## config.mk

```make
export PLATFORM = sky130hd
export DESIGN_NAME = fwd_hazard_unit
export DESIGN_NICKNAME = d
export VERILOG_FILES = /design/src/rtl/fwd_hazard_unit_pkg.sv /design/src/rtl/fwd_hazard_unit_match.sv /design/src/rtl/fwd_hazard_unit.sv
export SDC_FILE = /design/constraint.sdc
export NUM_CORES = 1
export LEC_CHECK = 0
export CAP_MARGIN = 20
export CORE_MARGIN = 5
export CORE_UTILIZATION = 35
export DETAILED_ROUTE_END_ITERATION = 8
export PLACE_DENSITY_LB_ADDON = 0.05
export SLEW_MARGIN = 10
export SYNTH_ARGS = -nofsm -noshare
export SYNTH_HDL_FRONTEND = slang
export SYNTH_SLANG_ARGS = --single-unit
```

## constraint.sdc

```tcl
create_clock -name clk -period 2.2 [get_ports clk]
set_input_delay 0.33 -clock clk [delete_from_list [all_inputs] [get_ports clk]]
set_output_delay 0.33 -clock clk [all_outputs]
set_load 0.005 [all_outputs]
```

## src/rtl/fwd_hazard_unit_pkg.sv

```systemverilog
// Shared types and constants for the EX-stage forwarding/hazard unit.
// Entry width is fixed here; the top-level REG_ADDR_W must equal REG_ADDR_W_DEFAULT.
package fwd_hazard_unit_pkg;

  localparam int REG_ADDR_W_DEFAULT = 5;

  typedef enum logic [1:0] {
    FWD_REGFILE = 2'b00,
    FWD_WB      = 2'b01,
    FWD_MEM     = 2'b10
  } fwd_sel_e;

  typedef struct packed {
    logic                          valid;
    logic [REG_ADDR_W_DEFAULT-1:0] src1;
    logic [REG_ADDR_W_DEFAULT-1:0] src2;
    logic [REG_ADDR_W_DEFAULT-1:0] dest;
    logic                          wb_en;
    logic                          mem_read;
  } pipe_entry_t;

  // True when the entry will write a non-zero register equal to src.
  function automatic logic writes_reg(input pipe_entry_t e,
                                      input logic [REG_ADDR_W_DEFAULT-1:0] src);
    return e.valid && e.wb_en && (e.dest != '0) && (e.dest == src);
  endfunction

endpackage

```

## src/rtl/fwd_hazard_unit_match.sv

```systemverilog
// Combinational operand-select for one EX source: MEM beats WB, loads in MEM
// never forward because their data is not available until WB.
module fwd_match
  import fwd_hazard_unit_pkg::*;
(
  input  logic [REG_ADDR_W_DEFAULT-1:0] src_i,
  input  pipe_entry_t                   mem_i,
  input  pipe_entry_t                   wb_i,
  output logic [1:0]                    sel_o
);

  logic mem_hit;
  logic wb_hit;
  logic unused_fields;

  assign mem_hit = writes_reg(mem_i, src_i) && !mem_i.mem_read;
  assign wb_hit  = writes_reg(wb_i, src_i);

  always_comb begin
    sel_o = FWD_REGFILE;
    if (mem_hit) begin
      sel_o = FWD_MEM;
    end else if (wb_hit) begin
      sel_o = FWD_WB;
    end
  end

  assign unused_fields = ^{mem_i.src1, mem_i.src2, wb_i.src1, wb_i.src2, wb_i.mem_read};

endmodule

```

## src/rtl/fwd_hazard_unit.sv

```systemverilog
// Forwarding and load-use hazard unit: shadows EX/MEM/WB destination fields,
// drives the EX operand-mux selects and the fetch-side stall.
module fwd_hazard_unit
  import fwd_hazard_unit_pkg::*;
#(
  parameter int REG_ADDR_W = REG_ADDR_W_DEFAULT,
  parameter int CNT_W      = 16
) (
  input  logic                  clk,
  input  logic                  rst,
  input  logic                  id_valid,
  input  logic [REG_ADDR_W-1:0] id_src1,
  input  logic [REG_ADDR_W-1:0] id_src2,
  input  logic [REG_ADDR_W-1:0] id_dest,
  input  logic                  id_wb_en,
  input  logic                  id_mem_read,
  input  logic                  flush,
  output logic [1:0]            fwd_sel_a,
  output logic [1:0]            fwd_sel_b,
  output logic                  stall,
  output logic [CNT_W-1:0]      stall_count
);

  pipe_entry_t ex_q, mem_q, wb_q;
  pipe_entry_t ex_d, mem_d, wb_d;
  logic [CNT_W-1:0] stall_cnt_q, stall_cnt_d;
  logic [1:0] sel_a_raw, sel_b_raw;

  // Load in EX whose destination feeds the instruction now in ID.
  assign stall = id_valid && ex_q.valid && ex_q.mem_read && ex_q.wb_en &&
                 (ex_q.dest != '0) &&
                 ((ex_q.dest == id_src1) || (ex_q.dest == id_src2));

  always_comb begin
    ex_d          = '0;
    ex_d.valid    = id_valid && !stall && !flush;
    ex_d.src1     = id_src1;
    ex_d.src2     = id_src2;
    ex_d.dest     = id_dest;
    ex_d.wb_en    = id_wb_en;
    ex_d.mem_read = id_mem_read;

    // Sources are only needed while the instruction sits in EX.
    mem_d      = ex_q;
    mem_d.src1 = '0;
    mem_d.src2 = '0;

    wb_d = mem_q;
  end

  always_comb begin
    stall_cnt_d = stall_cnt_q;
    if (stall && !(&stall_cnt_q)) begin
      stall_cnt_d = stall_cnt_q + 1'b1;
    end
  end

  always_ff @(posedge clk) begin
    if (rst) begin
      ex_q        <= '0;
      mem_q       <= '0;
      wb_q        <= '0;
      stall_cnt_q <= '0;
    end else begin
      ex_q        <= ex_d;
      mem_q       <= mem_d;
      wb_q        <= wb_d;
      stall_cnt_q <= stall_cnt_d;
    end
  end

  fwd_match u_match_a (
    .src_i (ex_q.src1),
    .mem_i (mem_q),
    .wb_i  (wb_q),
    .sel_o (sel_a_raw)
  );

  fwd_match u_match_b (
    .src_i (ex_q.src2),
    .mem_i (mem_q),
    .wb_i  (wb_q),
    .sel_o (sel_b_raw)
  );

  // A bubble in EX consumes nothing, so it always reads the register file.
  assign fwd_sel_a   = ex_q.valid ? sel_a_raw : FWD_REGFILE;
  assign fwd_sel_b   = ex_q.valid ? sel_b_raw : FWD_REGFILE;
  assign stall_count = stall_cnt_q;

endmodule

```

==> results.md, run 1 <==
- Clock Latency Late Sink: 0.30 ns
- Final setup skew: 0.00592 ns
- Worst Hold End: wb_q[1]$_SDFF_PP0_
- Area Growth Syn to Fin: 36.6%
- Via count: 1802
- First-pass GRT wire length: 8.75 mm
- Cell Pwr Density: 584 nW/µm²
- Core Area: 6030 µm²
- TritonCTS Sinks: 49
- Synth cell types: 36
- DRC viols: 0
- CTS H-tree lvls: 2
- Post-synth top area cell: dfxtp_1
- Highest Clock Rate: 460 MHz
- IO Port Bufs: 41
- Hold Path Class: reg -> reg
- Worst reg2reg setup slack: 0.26 ns
- Worst reg2reg path depth: 5
- Wire per inst: 13.6 µm
- Die Wd: 89.3 µm
- CTS tree: built
- Fin. Hold Viols: 0
- IO Pins: 42
- CP startpoint: wb_q[2]$_SDFF_PP0_
- Die area: 7970 µm²
- Dominant synthesized flop cell: dfxtp_1
- WL met3: 255 µm
- Avg Synthesized Cell Area: 9.44 µm²
- Yosys warning total: 0
- Setup TNS: 0 ns
- RSZ-0062 raised after global routing: yes
- Pre-Repair DR Iteration Count: 4
- Combinational group share of total power: 9.6%
- Starting Density: 36.5%
- Ant. Diodes: 0
- Internal: 1.34 mW
- Ratio of cells with drive above 1 in the final layout: 19.2%
- Synth top cells by count: 49 x dfxtp_1, 36 x nor2b_1, 22 x xor2_1
- Fill count: 574
- Largest stage delay on the critical path: 0.53 ns
- Num CTS Buffers: 5
- Gr usage total: 14.1%
- Fin crit share: 98.9%
- Root Driver: clkbuf_8
- Max Used Layer: met4
- Antenna Nets Post-Route: 0
- Seq/Total Area, Yosys: 44.6%
- Synth area leaders: dfxtp_1 45%, nor2b_1 10%, xor2_1 8.8%, or4_1 3.8%, xnor2_1 3.2%
- Ys async rst share: 0%
- Switching pwr: 0.408 mW
- Detailed placement HPWL: 3.76 mm
- CP Max Fanout: 2
- Seq cells post-synth: 49
- Max-cap violations: 0
- Max rail drop VDD: 389 µV
- Worst r2r src: stall_count[7]$_SDFFE_PP0P_
- GR Overflow Total: 0
- Clock share of power: 36.9%
- Mapped Area: 2200 µm²
- Synth top area share: 44.6%
- Cell chain of the critical path: buf_6, xor2_1, or4_1, nor4_2, buf_2
- Initial antenna violation count: 0
- Gp weighted congestion: 0.778
- Sw Ratio: 23.3%
- Vias per inst: 4.84
- Final wirelength: 5.06 mm
- Final setup viols: 0
- Hold-critical path depth: 1
- Post-layout nets: 318
- Crit Reg-Reg Endpoint: stall_count[9]$_SDFFE_PP0P_
- Design area: 3000 µm²
- Reg power frac: 53.5%
- Drt initial violations: 68
- Fin crit period: 2.17 ns
- Worst hold start: mem_q[1]$_SDFF_PP0_
- EDFF count, synth: 0
- Worst path slowest cell: or4_1
- Most frequent cell after synthesis: dfxtp_1
- Vias in the first global route: 1839
- Row count: 28
- Post-Synthesis Cells: 233
- Largest net degree at the start of global routing: 31
- CP Capture Type: output pin
- Metal-1 WL: 2.60 mm
- Arrival @ worst endpoint: 1.84 ns
- Synth Net Count: 255
- Critical Path Source Type: register
- Max Transition Viols Final: 0
- Die H: 89.3 µm
- Clk pin slew, worst setup/hold paths: 0.09 ns
- Status: finished, final reports clean
- Pleak: 1.11 nW
- Critical path class: reg -> out
- Relative max-transition margin: 63.3%
- Area after DPL: 2830 µm²
- Crit path required time: 1.87 ns
- WL met2: 2.10 mm
- Hold_ws: 0.469 ns
- Worst-Margin Slew: 0.550 ns
- Clock buffer depth: 2
-- registers in the layout, summed over array words and instances (netlist names) --
name / flops
ex_q: 18
mem_q: 8
stall_count: 16
wb_q: 7
-- area by class of cell --
type                    count  area (µm²)  share of cell area [%]
flip-flops and latches     49         986                    32.8
well taps                  75        93.8                    3.13
clock buffers               5        68.8                    2.29
multi-input cells         171        1210                    40.3
inverters                   3        11.3                   0.375
repair buffers             66         586                    19.5
clock inverters             3        46.3                    1.54
-- layer usage --
layer	vias to the layer above	track usage, %
met5	-	0
met4	0	5.14
met3	11	3.50
met2	38	20.7
met1	804	20.0
li1	949	-
-- worst max-delay path, delay by kind of cell, from the launching register on --
family,cells,cell delay [ns]
DFF,1,0.33
and+or+nand+nor,2,0.81
buffers and inverters,2,0.26
xor gates and xnor gates,1,0.14
-- cells in the final DEF (no fill, tap or decap), types with 9 or more instances in the layout --
master / synthesis / routed
or4_1: 11 / 10
clkdlybuf4s50_1: 0 / 35
nand4_1: 10 / 10
nor2b_1: 36 / 35
nor2_1: 9 / 9
nand2_1: 9 / 9
a21oi_1: 13 / 13
dfxtp_1: 49 / 45
buf_4: 1 / 23
xor2_1: 22 / 22
-- worst max-delay path by stage --
stage | to | slack (ns) | cells past startpoint
floorplan | stall_count[11]$_SDFFE_PP0P_ | 0.25 | 7
global placement | stall | -0.18 | 6
detailed placement | stall | -0.19 | 6
CTS | fwd_sel_b[0] | -0.04 | 5
global route | fwd_sel_b[0] | -0.12 | 5
finish | fwd_sel_b[0] | 0.03 | 5
-- metrics by stage --
| step | setup WS (ns) | total power, mW | util (%) | instances |
|---|---|---|---|---|
| detailed placement | -0.194 | 1.11 | 46.9 | 363 |
| global placement | -0.182 | 1.11 | 46.9 | 363 |
| floorplan | 0.252 | 1.04 | - | 233 |
| global route | -0.124 | 1.84 | 49.8 | 372 |
| CTS | -0.0404 | 1.78 | 49.6 | 371 |
| finish | 0.0252 | 1.75 | 49.8 | 372 |
-- cell families after synthesis --
group / Yosys count / share of synthesized area (%)
muxes: 2 / 1.02
xor gates and xnor gates: 30 / 12.0
AOI/OAI and AO/OA: 33 / 9.73
and+or+nand+nor: 105 / 29.3
DFF: 49 / 44.6
adders and majority gates: 1 / 0.569
buffers and inverters: 13 / 2.85
-- power by group through the flow --
stage | sequential (mW) | clock [mW] | combinational, mW
after global placement | 0.958 | 0 | 0.157
after detailed placement | 0.957 | 0 | 0.157
after global routing | 0.942 | 0.711 | 0.186
after CTS | 0.937 | 0.675 | 0.168
after floorplan | 0.953 | 0 | 0.0879
final | 0.937 | 0.648 | 0.168
-- timing repair --
item	4_1_cts	5_1_grt
gates cloned	0	0
pin swaps	6	7
setup buffers	0	1
hold buffers	0	0
resized for setup	25	9
endpoints found under the setup margin	5	4
No activity file was read; power rests on OpenSTA's default activity.
==> run 2, diff against run 1 <==
- ABC_CLOCK_PERIOD_IN_PS: default -> 2200
==> results of run 2 <==
The final DEF is identical to that of run 1; final timing and power are the same.
==> run 3, diff against run 2 <==
- CELL_PAD_IN_SITES_DETAIL_PLACEMENT: default -> 0
- CELL_PAD_IN_SITES_GLOBAL_PLACEMENT: default -> 1
- SLEW_MARGIN: 10 -> 20
==> results.md, run 3 (same netlist as run 1, synthesis figures left out) <==
- CP Max Fanout: 2 (unchanged)
- Status: finished, final reports clean (unchanged)
- RSZ-0062 raised after global routing: yes (unchanged)
- Worst-Margin Slew: 0.387 ns (was 0.550 ns)
- Gp weighted congestion: 0.818 (was 0.778)
- Final setup viols: 0 (unchanged)
- Initial antenna violation count: 0 (unchanged)
- Area Growth Syn to Fin: 33.0% (was 36.6%)
- Most frequent cells in the layout: 46 x dfxtp_1, 36 x nor2b_1, 35 x clkdlybuf4s50_1 (was 45 x dfxtp_1, 35 x nor2b_1, 35 x clkdlybuf4s50_1)
- GR Overflow Total: 0 (unchanged)
- Area after DPL: 2840 µm² (was 2830 µm²)
- Die Wd: 89.3 µm (unchanged)
- Pre-Repair DR Iteration Count: 4 (unchanged)
- Worst reg2reg setup slack: 0.27 ns (was 0.26 ns)
- Crit path required time: 1.87 ns (about the same)
- Worst Slack Setup Final: 0.0468 ns (was 0.0252 ns)
- CP endpoint: fwd_sel_b[0] (unchanged)
- Final setup skew: 0.00628 ns (was 0.00592 ns)
- Max-cap violations: 0 (unchanged)
- Worst reg2reg path depth: 6 (was 5)
- Die area: 7970 µm² (unchanged)
- Clock Latency Late Sink: 0.30 ns (about the same)
- Ratio of cells with drive above 1 in the final layout: 16.6% (was 19.2%)
- Max FFs per register: 18 (unchanged)
- Relative max-transition margin: 74.2% (was 63.3%)
- Max Transition Viols Final: 0 (unchanged)
- Pleak: 1.10 nW (was 1.11 nW)
- Commonest non-fill, non-tap cell in the layout: dfxtp_1 (unchanged)
- Row count: 28 (unchanged)
- Post-CTS Hold Buffers: 0 (unchanged)
- Cell Pwr Density: 557 nW/µm² (was 584 nW/µm²)
- Fin crit share: 97.9% (was 98.9%)
- Dpl ws: -0.131 ns (was -0.194 ns)
- Detailed placement HPWL: 3.93 mm (was 3.76 mm)
- Vias per inst: 4.87 (was 4.84)
- CTS tree: built (unchanged)
- IO Pins: 42 (unchanged)
- Antenna Nets Post-Route: 0 (unchanged)
- Design area: 2920 µm² (was 3000 µm²)
- Arrival @ worst endpoint: 1.82 ns (was 1.84 ns)
- Starting Density: 36.5% (unchanged)
- Clock buffer depth: 2 (unchanged)
- Hold Path Class: in -> reg (was reg -> reg)
- Root Driver: clkbuf_8 (unchanged)
- Final wirelength: 5.33 mm (was 5.06 mm)
- Max rail drop VDD: 336 µV (was 389 µV)
- Largest net degree at the start of global routing: 38 (was 31)
- Num CTS Buffers: 5 (unchanged)
- Clk pin slew, worst setup/hold paths: 0.09 ns (about the same)
- First-pass GRT wire length: 8.67 mm (was 8.75 mm)
- Worst r2r src: ex_q[5]$_SDFF_PP0_ (was stall_count[7]$_SDFFE_PP0P_)
- DRC viols: 0 (unchanged)
- Fin. Hold Viols: 0 (unchanged)
- Wire per inst: 14.4 µm (was 13.6 µm)
- IO Port Bufs: 41 (unchanged)
- Drt initial violations: 103 (was 68)
- Biggest register: ex_q (unchanged)
- TritonCTS Sinks: 49 (unchanged)
- Highest Clock Rate: 464 MHz (was 460 MHz)
- CP Capture Type: output pin (unchanged)
- Post-layout nets: 317 (was 318)
- Gr usage total: 14.2% (was 14.1%)
- CTS H-tree lvls: 2 (unchanged)
- Critical path class: reg -> out (unchanged)
- Fin crit period: 2.15 ns (was 2.17 ns)
- Setup TNS: 0 ns (unchanged)
- Vias in the first global route: 1724 (was 1839)
- Core Area: 6030 µm² (unchanged)
- Critical Path Source Type: register (unchanged)
- Crit Reg-Reg Endpoint: stall_count[9]$_SDFFE_PP0P_ (unchanged)
- CP startpoint: wb_q[2]$_SDFF_PP0_ (unchanged)
- Power Total: 1.63 mW (was 1.75 mW)
- Die H: 89.3 µm (unchanged)
- Ant. Diodes: 0 (unchanged)
- Via count: 1806 (was 1802)
-- run 3: layout make-up --
class                      count  area (µm²)
clock inverter                 2        13.8
timing repair buffer          65         581
inverter                       3        11.3
tap                           75        93.8
sequential                    49         985
multi-input combinational    171        1170
clock buffer                   6        72.6
fill                         600        3100
-- run 3: worst min-delay path by stage --
stage,start,endpoint,cells after the start
final,rst,stall_count[10]$_SDFFE_PP0P_,2
after global placement,ex_q[0]$_SDFF_PP0_,mem_q[0]$_SDFF_PP0_,1
after floorplan,flush,ex_q[17]$_SDFF_PP0_,1
after CTS,rst,stall_count[10]$_SDFFE_PP0P_,2
after detailed placement,ex_q[0]$_SDFF_PP0_,mem_q[0]$_SDFF_PP0_,1
after global routing,rst,stall_count[8]$_SDFFE_PP0P_,2
-- run 3: power by group --
part	switching, mW	internal [mW]	total (mW)	leakage [nW]
clock	0.306	0.227	0.533	0.0456
combinational	0.0720	0.0879	0.160	0.648
sequential	0.0239	0.913	0.937	0.403
total	0.402	1.23	1.63	1.10
-- run 3: repair_timing --
action,4_1_cts,5_1_grt
buffers inserted,0,0
pin swaps,3,5
setup endpoints to repair,5,4
gates resized for setup,14,8
-- run 3: worst max-delay path: stages, from the launching register on --
cell     delay [ns]
dfxtp_2        0.33
buf_6          0.11
xor2_1         0.14
or4_1          0.54
nor4_1         0.25
buf_2          0.15
-- run 3: through the flow --
step | hold WS, ns | utilization [%] | instances
3_3_place_gp | 0.460 | 47.1 | 363
6_report | 0.405 | 48.5 | 371
3_5_place_dp | 0.455 | 47.1 | 363
4_1_cts | 0.399 | 48.6 | 371
5_1_grt | 0.414 | 48.5 | 371
2_1_floorplan | 0.407 | - | 233
-- run 3: routing by layer --
metal	up-vias	global-route usage (%)	wire length, µm
met5	-	0	0
met4	0	3.65	51
met3	6	3.23	233
met2	34	19.2	2150
met1	819	22.2	2900
li1	947	-	-
